File: src/rtl/ctrl_mux_7_seg.sv
// ctrl_mux_7_seg
// Scan controller for N_DIG common-anode 7-segment digits that share one
// hex decoder. It holds a double-buffered display word, presents one nibble
// per slot to the decoder, registers the decoder result and enables one
// digit at a time. Each slot opens with a dead-time, and leading zeros can
// optionally be blanked.
//
// Ports
//   clk          single clock, rising edge
//   rst          synchronous reset, active high
//   dados        display word, digit i = dados[4i+3:4i] (digit 0 = LSD)
//   carga        one-cycle load strobe for dados
//   apaga_zeros  leading-zero blanking enable, sampled at slot start
//   dig_valor    nibble presented to the shared decoder
//   dec_saida    decoder result (a..g, MSB = a, 1 = lit)
//   segmentos    registered segment drive (1 = lit)
//   anodo        digit enables, active low, at most one bit low
//   quadro       high on the first cycle of every frame
//
// state | meaning
// ------+----------------------------------------------------------
// BLANK | dead-time at the start of a slot, all anodes off
// ON    | current digit enabled (unless blanked as a leading zero)
module ctrl_mux_7_seg #(
    parameter int N_DIG = 4,
    parameter int DIV   = 50000,
    parameter int DEAD  = 2
) (
    input  logic               clk,
    input  logic               rst,
    input  logic [4*N_DIG-1:0] dados,
    input  logic               carga,
    input  logic               apaga_zeros,
    output logic [3:0]         dig_valor,
    input  logic [6:0]         dec_saida,
    output logic [6:0]         segmentos,
    output logic [N_DIG-1:0]   anodo,
    output logic               quadro
);

    localparam int CW = (DIV > 1) ? $clog2(DIV) : 1;
    localparam int IW = $clog2(N_DIG);
    localparam logic [CW-1:0] CNT_MAX  = CW'(DIV - 1);
    localparam logic [CW-1:0] CNT_DEAD = CW'(DEAD - 1);
    localparam logic [IW-1:0] IDX_MAX  = IW'(N_DIG - 1);

    typedef enum logic {BLANK, ON} state_t;

    state_t               r_state;
    state_t               w_state_nxt;
    logic [CW-1:0]        r_cnt;
    logic [IW-1:0]        r_idx;
    logic [4*N_DIG-1:0]   r_pendente;
    logic                 r_pend;
    logic [4*N_DIG-1:0]   r_ativo;
    logic                 r_blank;
    logic [3:0]           r_dig_valor;
    logic [6:0]           r_segmentos;
    logic [N_DIG-1:0]     r_anodo;
    logic [N_DIG-1:0]     w_anodo_nxt;

    logic                 w_slot_end;
    logic                 w_frame_end;
    logic [IW-1:0]        w_idx_nxt;
    logic [4*N_DIG-1:0]   w_ativo_nxt;
    logic                 w_upper_zero;
    logic                 w_blank_nxt;
    logic [N_DIG-1:0]     w_digit_on;

    assign w_slot_end  = (r_cnt == CNT_MAX);
    assign w_frame_end = w_slot_end && (r_idx == IDX_MAX);
    assign w_idx_nxt   = (r_idx == IDX_MAX) ? '0 : r_idx + 1'b1;
    assign w_digit_on  = ~(N_DIG'(1) << r_idx);

    // A load arriving on the boundary cycle bypasses the pending buffer so
    // it is shown in the very next frame.
    always_comb begin
        w_ativo_nxt = r_ativo;
        if (w_frame_end) begin
            if (carga)
                w_ativo_nxt = dados;
            else if (r_pend)
                w_ativo_nxt = r_pendente;
        end
    end

    // Blank the upcoming digit when it and every more significant digit
    // of the word being shown are zero; digit 0 is always shown.
    always_comb begin
        w_upper_zero = 1'b1;
        for (int i = 0; i < N_DIG; i++) begin
            if ((IW'(i) >= w_idx_nxt) && (w_ativo_nxt[4*i +: 4] != 4'd0))
                w_upper_zero = 1'b0;
        end
        w_blank_nxt = apaga_zeros && (w_idx_nxt != '0) && w_upper_zero;
    end

    always_ff @(posedge clk) begin
        if (rst) begin
            r_cnt       <= '0;
            r_idx       <= '0;
            r_pendente  <= '0;
            r_pend      <= 1'b0;
            r_ativo     <= '0;
            r_blank     <= 1'b0;
            r_dig_valor <= '0;
            r_segmentos <= '0;
        end else begin
            r_cnt       <= w_slot_end ? '0 : r_cnt + 1'b1;
            r_ativo     <= w_ativo_nxt;
            r_segmentos <= dec_saida;
            if (w_slot_end) begin
                r_idx       <= w_idx_nxt;
                r_dig_valor <= w_ativo_nxt[{w_idx_nxt, 2'b00} +: 4];
                r_blank     <= w_blank_nxt;
            end
            if (w_frame_end) begin
                r_pend <= 1'b0;
            end else if (carga) begin
                r_pendente <= dados;
                r_pend     <= 1'b1;
            end
        end
    end

    always_ff @(posedge clk) begin
        if (rst) begin
            r_state <= BLANK;
            r_anodo <= '1;
        end else begin
            r_state <= w_state_nxt;
            r_anodo <= w_anodo_nxt;
        end
    end

    always_comb begin
        w_state_nxt = r_state;
        w_anodo_nxt = r_anodo;
        if (w_slot_end) begin
            w_state_nxt = BLANK;
            w_anodo_nxt = '1;
        end else begin
            case (r_state)
                BLANK: begin
                    if (r_cnt == CNT_DEAD) begin
                        w_state_nxt = ON;
                        w_anodo_nxt = r_blank ? '1 : w_digit_on;
                    end
                end
                ON: ;
                default: w_state_nxt = BLANK;
            endcase
        end
    end

    assign dig_valor = r_dig_valor;
    assign segmentos = r_segmentos;
    assign anodo     = r_anodo;
    // Gated by rst so the pulse appears on the first cycle after release
    // but not while reset is held.
    assign quadro    = ~rst && (r_cnt == '0) && (r_idx == '0);

endmodule
File: config.mk
export PLATFORM = sky130hd
export DESIGN_NAME = ctrl_mux_7_seg
export DESIGN_NICKNAME = d
export VERILOG_FILES = /design/src/rtl/ctrl_mux_7_seg.sv
export SDC_FILE = /design/constraint.sdc
export NUM_CORES = 1
export LEC_CHECK = 0
export CORE_MARGIN = 5
export CORE_UTILIZATION = 40
export CTS_CLUSTER_SIZE = 25
export DETAILED_ROUTE_END_ITERATION = 8
export GPL_TIMING_DRIVEN = 0
export HOLD_SLACK_MARGIN = 0.02
export PLACE_DENSITY = 0.71
export SLEW_MARGIN = 20
export SYNTH_ARGS = -nofsm -noshare
export SYNTH_HDL_FRONTEND = slang
export SYNTH_SLANG_ARGS = --single-unit
File: constraint.sdc
create_clock -name clk -period 2.55 [get_ports clk]
set_input_delay 0.6375 -clock clk [delete_from_list [all_inputs] [get_ports clk]]
set_output_delay 0.6375 -clock clk [all_outputs]
set_load 0.05 [all_outputs]
==> After elaboration in Yosys (flattened, before gate mapping) <==
Index checks and enable logic that the tools add are counted.
{ "word_totals": {"regBits": 68, "input_bits": 27, "output_inout_bits": 16} }
{ "classes": {"addsub": 2, "magnitude_cmp": 4, "n_eq_ne": 3, "n_shift": 2, "n_mux": 11, "bitwise": 4, "n_reduce_logical": 20} }
{ "ops": {"columns": ["op", "count"], "rows": [
  ["$mux W16", 3],
  ["$add A16 B1 Y16 const B", 1],
  ["$eq A16 B1 Y1 const B", 1],
  ["$eq A16 B16 Y1 const B", 1],
  ["$logic_not A16 Y1", 1],
  ["$reduce_bool A4 Y1", 4],
  ["$shiftx A16 B5 Y4", 1],
  ["$logic_and A1 B1 Y1", 9],
  ["$mux W1", 6],
  ["$ge A1 B2 Y1 const A", 2],
  ["$ge A2 B2 Y1 const A", 2],
  ["$mux W4", 1],
  ["$not A4 Y4", 1],
  ["$reduce_and A2 Y1", 2],
  ["$reduce_or A2 Y1", 2],
  ["$shl A1 B2 Y4 const A", 1],
  ["$not A1 Y1", 3],
  ["$add A2 B1 Y2 const B", 1],
  ["$eq A2 B2 Y1 const B", 1],
  ["$logic_not A2 Y1", 1],
  ["$mux W2", 1],
  ["$reduce_bool A2 Y1", 1]
]} }

==> Longest topological paths before layout <==
Gate-level depths: netlist of run 1.
{ "logic_depth": {"ltp_word": 10, "ltp_mapped": 9, "mapped_depth_nobuf": 7} }

==> Least setup slack after synthesis of run 1 <==
No wires, ideal clock.
{ "synth_timing": {"path_kind": "register to output", "startpoint": "register r_cnt[11]", "endpoint": "output quadro", "arrival_ns": 2.426, "slack_ns": -0.513, "stages_incl_launch_ff": 5, "path_buffers": 0, "path_cell_list": "dfxtp_1 -> or4_4 -> nor4_1 -> nand3_1 -> nor3_1"} }
{ "synth_via": {"elab_chain_len": 3} }
{ "synth_rtl": {"columns": ["element", "line", "rtl"], "rows": [
  ["from (decl)", "51", "logic [CW-1:0] r_cnt;"],
  ["from (signal assigned)", "109", "r_cnt <= w_slot_end ? '0 : r_cnt + 1'b1;"],
  ["$logic_not A16 Y1", "161", "assign quadro = ~rst && (r_cnt == '0) && (r_idx == '0);"],
  ["$logic_and A1 B1 Y1 (2 in a row)", "161", null],
  ["to (decl)", "38", "output logic quadro"]
]} }
Every way passes these cells.

==> Final worst setup path of run 1 <==
{ "layout_timing": {"startpoint": "input rst", "endpoint": "output quadro"} }
{ "layout_via": {"elab_chain_len": 3} }
{ "layout_rtl": {"columns": ["element", "line", "rtl"], "rows": [
  ["from (decl)", "30", "input logic rst,"],
  ["$not A1 Y1", "161", null],
  ["$logic_and A1 B1 Y1 (2 in a row)", "161", null]
]} }
Every way passes these cells.

==> flow_metrics.env, run 1 <==
export IMPL_regArea_um2=1370
export IMPL_antenna_left=0
export IMPL_total_power_mw=2.32
export IMPL_cp_data_required_time_ns=1.91
export IMPL_power_density_nw_per_um2=571
export IMPL_period_share=1.01
export IMPL_grt_pass1_vias=2497
export IMPL_total_leakage_power_nw=1.51
export IMPL_path_clk_slew_ns=0.06
export IMPL_multi_input_area_um2=1670
export IMPL_fillers=671
export IMPL_synth_top_area_cell="dfxtp_1"
export IMPL_cts_tree="built"
export IMPL_via_count=2741
export IMPL_slew_headroom=0.464
export IMPL_ys_seq_elements=68
export IMPL_grt_pass1_wl_mm=12.5
export IMPL_ff2ff_path_depth=9
export IMPL_hold_path_class="flop to flop"
export IMPL_syn_nets=394
export IMPL_critPathKind="primary input to output pin"
export IMPL_ys_seq_area_frac=0.440
export IMPL_fin_worst_hold_slack_ns=0.462
export IMPL_ys_top_cells_by_count="68 x dfxtp_1, 58 x nand2_1, 45 x nor2_1"
export IMPL_grt_total_usage=0.161
export IMPL_drc=0
export IMPL_synth_area_per_cell_um2=8.62
export IMPL_start_kind="primary input"
export IMPL_cts_buffers=9
export IMPL_drive_gt1_frac=0.174
export IMPL_r2r_slack_ns=0.08
export IMPL_cap_violations=0
export IMPL_viasPerCell=5.20
export IMPL_hp_start="r_pendente[0]"
export IMPL_drt_wl_total_mm=7.94
export IMPL_placementRows=32
export IMPL_wl_per_cell_um=15.1
export IMPL_areaGrowthSynthToFinish_pct=31.0
export IMPL_max_vdd_ir_drop_v=0.000226
export IMPL_fp_dieH_um=98.0
export IMPL_max_freq_ghz=0.387
export IMPL_status="finished with violations"
export IMPL_synth_edf_count=0
export IMPL_hold_end="r_pendente[0]"
export IMPL_synth_distinct_cells=43
export IMPL_overflow=0
export IMPL_tightest_slew_ns=0.804
export IMPL_ctsHtreeMaxLevel=3
export IMPL_clk_insertion_delay_late_ns=0.35
export IMPL_final_min_clock_period_ns=2.59
export IMPL_port_buffers=42
export IMPL_setup_viol=1
export IMPL_core_area_um2=7650
export IMPL_timing_hold_violations_final=0
export IMPL_grt_max_degree=17
export IMPL_slew_viol_final=0
export IMPL_antenna_found_initial=0
export IMPL_dp_cells=503
export IMPL_worst_ep_arrival_time_ns=1.95
export IMPL_yosysTopAreaCellShare=0.440
export IMPL_antenna_cells=0
export IMPL_final_util=0.530
export IMPL_synth_area_leaders="dfxtp_1 44%, nand2_1 7.0%, nor2_1 5.5%"
export IMPL_dieArea_um2=9600
export IMPL_clockBufferDepth=2
export IMPL_root_buffer="clkbuf_8"
export IMPL_setup_ws_ns=-0.0350
export IMPL_rr_endpoint="dig_valor[1]"
export IMPL_ios=43
export IMPL_async_flop_share=0
export IMPL_rsz0062_at_grt="yes"
export IMPL_synth_most_common_cell="dfxtp_1"
export IMPL_syn_cell_area_um2=3100
export IMPL_start_util=0.405
export IMPL_endpoint_kind="output pin"
export IMPL_final_instance_count_excl_fill=527
export IMPL_gp_congestion=0.832
export IMPL_nNetsFinal=455
export IMPL_reg2reg_from="r_idx[0]"
export IMPL_die_w_um=98.0
export IMPL_violations="setup timing"
export IMPL_hold_path_depth=2
export IMPL_drtIter0Drc=213
export IMPL_fin_skew_ns=0.0218
export IMPL_synth_ff_type="dfxtp_1"
export IMPL_drtPass1Iterations=4
export IMPL_cts_sinks=68
export IMPL_critical_path_peak_fanout=10
export IMPL_hold_buffers=0
export IMPL_dp_hpwl_mm=5.53
export IMPL_ys_warnings_count=0
export IMPL_syn_inst=359
cells by family (layout without fill, tap and decap cells):
logic type | after synthesis | after routing | share of synthesized area
xor+xnor | 14 | 14 | 0.0396
flops | 68 | 68 | 0.440
compound gates | 47 | 47 | 0.107
mux | 8 | 8 | 0.0287
buf+inv | 28 | 94 | 0.0465
fa+ha+maj | 8 | 8 | 0.0323
simple gates | 186 | 186 | 0.306
registers in the layout (all words and copies together), names as in the netlist:
register / flops
r_cnt: 16
r_pend: 1
anodo: 4
r_pendente: 16
segmentos: 7
r_blank: 1
r_idx: 2
r_state: 1
r_ativo: 16
dig_valor: 4
final cells by class:
class / instances / area share
Clock buffer: 11 / 0.0349
Inverter: 6 / 0.00555
Tap cell: 102 / 0.0315
Timing Repair Buffer: 51 / 0.122
Buffer: 21 / 0.0342
Sequential cell: 68 / 0.339
Clock inverter: 5 / 0.0207
Multi-Input combinational cell: 263 / 0.413
cells in the final DEF (no fill, tap or decap), types with 10 or more instances in the layout:
cell type / n
dfxtp_1: 64
nand2_1: 56
nor2_1: 45
clkdlybuf4s50_1: 41
nand3_1: 21
a21oi_1: 18
a32oi_1: 16
and3_1: 14
buf_4: 10
clkbuf_8: 10
metrics by stage:
step | cell area [um^2] | TNS (ns) | setup slack [ns]
global route | 4060 | -0.137 | -0.131
finish | 4060 | -0.0350 | -0.0350
global placement | 3650 | -2.92 | -0.992
floorplan | 3110 | 0 | 0.0562
detailed placement | 3650 | -3.62 | -1.02
CTS | 3960 | -0.168 | -0.124
worst max-delay path by stage:
stage | startpoint | end
after floorplan | r_cnt[11] | quadro
after global placement | rst | quadro
after detailed placement | rst | quadro
after CTS | r_cnt[13] | quadro
after global routing | r_cnt[13] | quadro
final | rst | quadro
worst max-delay path, cell delays in order:
cell and delay (ns):
clkdlybuf4s50_1 0.48, buf_2 0.22, clkbuf_4 0.23, nor3_4 0.21, buf_6 0.18
power breakdown:
group / leakage [nW] / switching, mW / total [mW] / internal (mW)
Clock: 0.106 / 0.426 / 1.01 / 0.581
Sequential: 0.557 / 0.0170 / 1.10 / 1.09
Combinational: 0.846 / 0.118 / 0.205 / 0.0873
Total: 1.51 / 0.561 / 2.32 / 1.75
per-layer routing:
layer  GRT usage  wire length (um)  vias up
met5           0                 0        -
met4      0.0575                90        0
met3      0.0479               458       11
met2       0.253              3810       78
met1       0.211              3590     1280
li1            -                 -     1372
timing repair:
item                                    in CTS  in global routing
gates resized for setup                     23                 15
endpoints found under the setup margin      20                 26
setup buffers                                5                  4
pin swaps                                    5                  3
(Power assumes the default switching activity.)
==> run 2: changes to the inputs <==
REMOVE_ABC_BUFFERS = 1   (was not set)
==> flow_metrics.env, run 2 (synthesized netlist as in run 1, its figures left out) <==
export IMPL_grt_total_usage=0.156
export IMPL_power_density_nw_per_um2=569
export IMPL_port_buffers=42
export IMPL_antenna_found_initial=0
export IMPL_grt_pass1_vias=2649
export IMPL_grt_max_degree=43
export IMPL_fillers=699
export IMPL_start_kind="flop"
export IMPL_grt_pass1_wl_mm=12.3
export IMPL_ff2ff_path_depth=9
export IMPL_final_cell_mix="63 x dfxtp_1, 57 x nand2_1, 45 x nor2_1, 39 x clkdlybuf4s50_1, 22 x nand3_1"
export IMPL_place_area_um2=3560
export IMPL_tightest_slew_ns=0.974
export IMPL_path_cells="or4_4 -> nor4_4 -> nand3_2 -> nor3_4 -> buf_6"
export IMPL_violations="setup timing"
export IMPL_cts_sinks=68
export IMPL_clk_insertion_delay_late_ns=0.34
export IMPL_fin_skew_ns=0.0109
export IMPL_areaGrowthSynthToFinish_pct=28.9
export IMPL_layout_commonest_cell="dfxtp_1"
export IMPL_dp_hpwl_mm=4.84
export IMPL_max_vdd_ir_drop_v=0.000307
export IMPL_crit_slowest_cell="or4_4"
export IMPL_nNetsFinal=438
export IMPL_dieArea_um2=9600
export IMPL_start_util=0.405
export IMPL_slew_viol_final=0
export IMPL_critPathCapture="quadro"
export IMPL_status="finished with violations"
export IMPL_slew_headroom=0.351
export IMPL_hold_buffers=0
export IMPL_r2r_slack_ns=0.05
export IMPL_hp_start="r_pendente[11]"
export IMPL_cpPeakStageDelay_ns=0.55
export IMPL_final_util=0.522
export IMPL_antenna_cells=0
export IMPL_cp_data_required_time_ns=1.91
export IMPL_regArea_um2=1370
export IMPL_core_area_um2=7650
export IMPL_setup_ws_ns=-0.000931
export IMPL_drtPass1Iterations=5
export IMPL_fp_dieH_um=98.0
export IMPL_total_leakage_power_nw=1.48
export IMPL_overflow=0
export IMPL_dp_cells=484
export IMPL_ios=43
export IMPL_wl_per_cell_um=14.5
export IMPL_crit_start="r_cnt[13]"
export IMPL_drive_gt1_frac=0.172
export IMPL_gp_congestion=0.779
export IMPL_root_buffer="clkbuf_8"
export IMPL_setup_viol=1
export IMPL_via_count=2704
export IMPL_max_freq_ghz=0.392
export IMPL_period_share=1.00
export IMPL_reg2reg_from="r_cnt[13]"
export IMPL_timing_hold_violations_final=0
export IMPL_worst_ep_arrival_time_ns=1.91
export IMPL_viasPerCell=5.30
export IMPL_top_regs="r_ativo: 16 flops, r_cnt: 16 flops, r_pendente: 16 flops"
export IMPL_critical_path_peak_fanout=2
export IMPL_drtIter0Drc=116
export IMPL_die_w_um=98.0
export IMPL_final_min_clock_period_ns=2.55
export IMPL_drt_wl_total_mm=7.41
export IMPL_design_area_um2=3990
export IMPL_drc=0
export IMPL_multi_input_area_um2=1700
export IMPL_clockBufferDepth=2
export IMPL_rsz0062_at_grt="yes"
export IMPL_critPathKind="flop to output pin"
export IMPL_hold_path_class="flop to flop"
export IMPL_placementRows=32
export IMPL_cap_violations=0
export IMPL_final_instance_count_excl_fill=510
export IMPL_cts_tree="built"
export IMPL_ctsHtreeMaxLevel=3
export IMPL_cts_buffers=9
export IMPL_endpoint_kind="output pin"
export IMPL_rr_endpoint="dig_valor[3]"
export IMPL_antenna_left=0
export IMPL_path_clk_slew_ns=0.06
==> run 2: per-stage QoR <==
stage	setup slack, ns	total power, mW	hold slack (ns)	setup TNS (ns)
after detailed placement	-0.740	1.32	0.450	-13.45
after global placement	-1.50	1.31	0.445	-40.31
after global routing	-0.107	2.35	0.478	-0.134
after CTS	-0.0999	2.29	0.459	-0.280
final	-0.000931	2.27	0.459	-0.000931
after floorplan	-0.513	1.22	0.430	-1.85
==> run 2: worst min path at each step <==
stage	end	slack [ns]	depth (start not counted)
finish	r_pendente[11]	0.46	2
detailed placement	r_pendente[11]	0.45	2
global placement	r_pendente[12]	0.44	2
CTS	r_pendente[11]	0.46	2
global route	r_pendente[11]	0.48	2
floorplan	r_pendente[0]	0.43	2
==> run 2: area by class of cell <==
cell class / instances / area share
sequential: 68 / 0.343
inverter: 6 / 0.00564
clock inverter: 3 / 0.0107
multi-input combinational: 264 / 0.426
tap: 102 / 0.0320
timing repair buffer: 54 / 0.138
clock buffer: 13 / 0.0448
==> run 2: critical path, delay by kind of cell, from the launching register on <==
family,cells,cell delay [ns]
simple gates,4,1.05
flops,1,0.34
buf+inv,1,0.18
==> run 2: repair_timing <==
item                                    CTS  global route
gates cloned                              1             0
endpoints found under the setup margin   26            26
endpoints found under the hold margin     0             0
resized for setup                        22            15
setup buffers                             9             0
pin swaps                                 6            10
==> run 2: power breakdown <==
group	internal [mW]	switching (mW)	leakage [nW]
Combinational	0.0879	0.117	0.807
Sequential	1.09	0.0171	0.557
Clock	0.557	0.402	0.112
Total	1.73	0.536	1.48
==> run 2: layer usage <==
metal | vias up | wire, um | track usage
met2 | 79 | 3590 | 0.263
met4 | 0 | 124 | 0.0511
met3 | 12 | 478 | 0.0543
met5 | - | 0 | 0
li1 | 1339 | - | -
met1 | 1274 | 3220 | 0.184
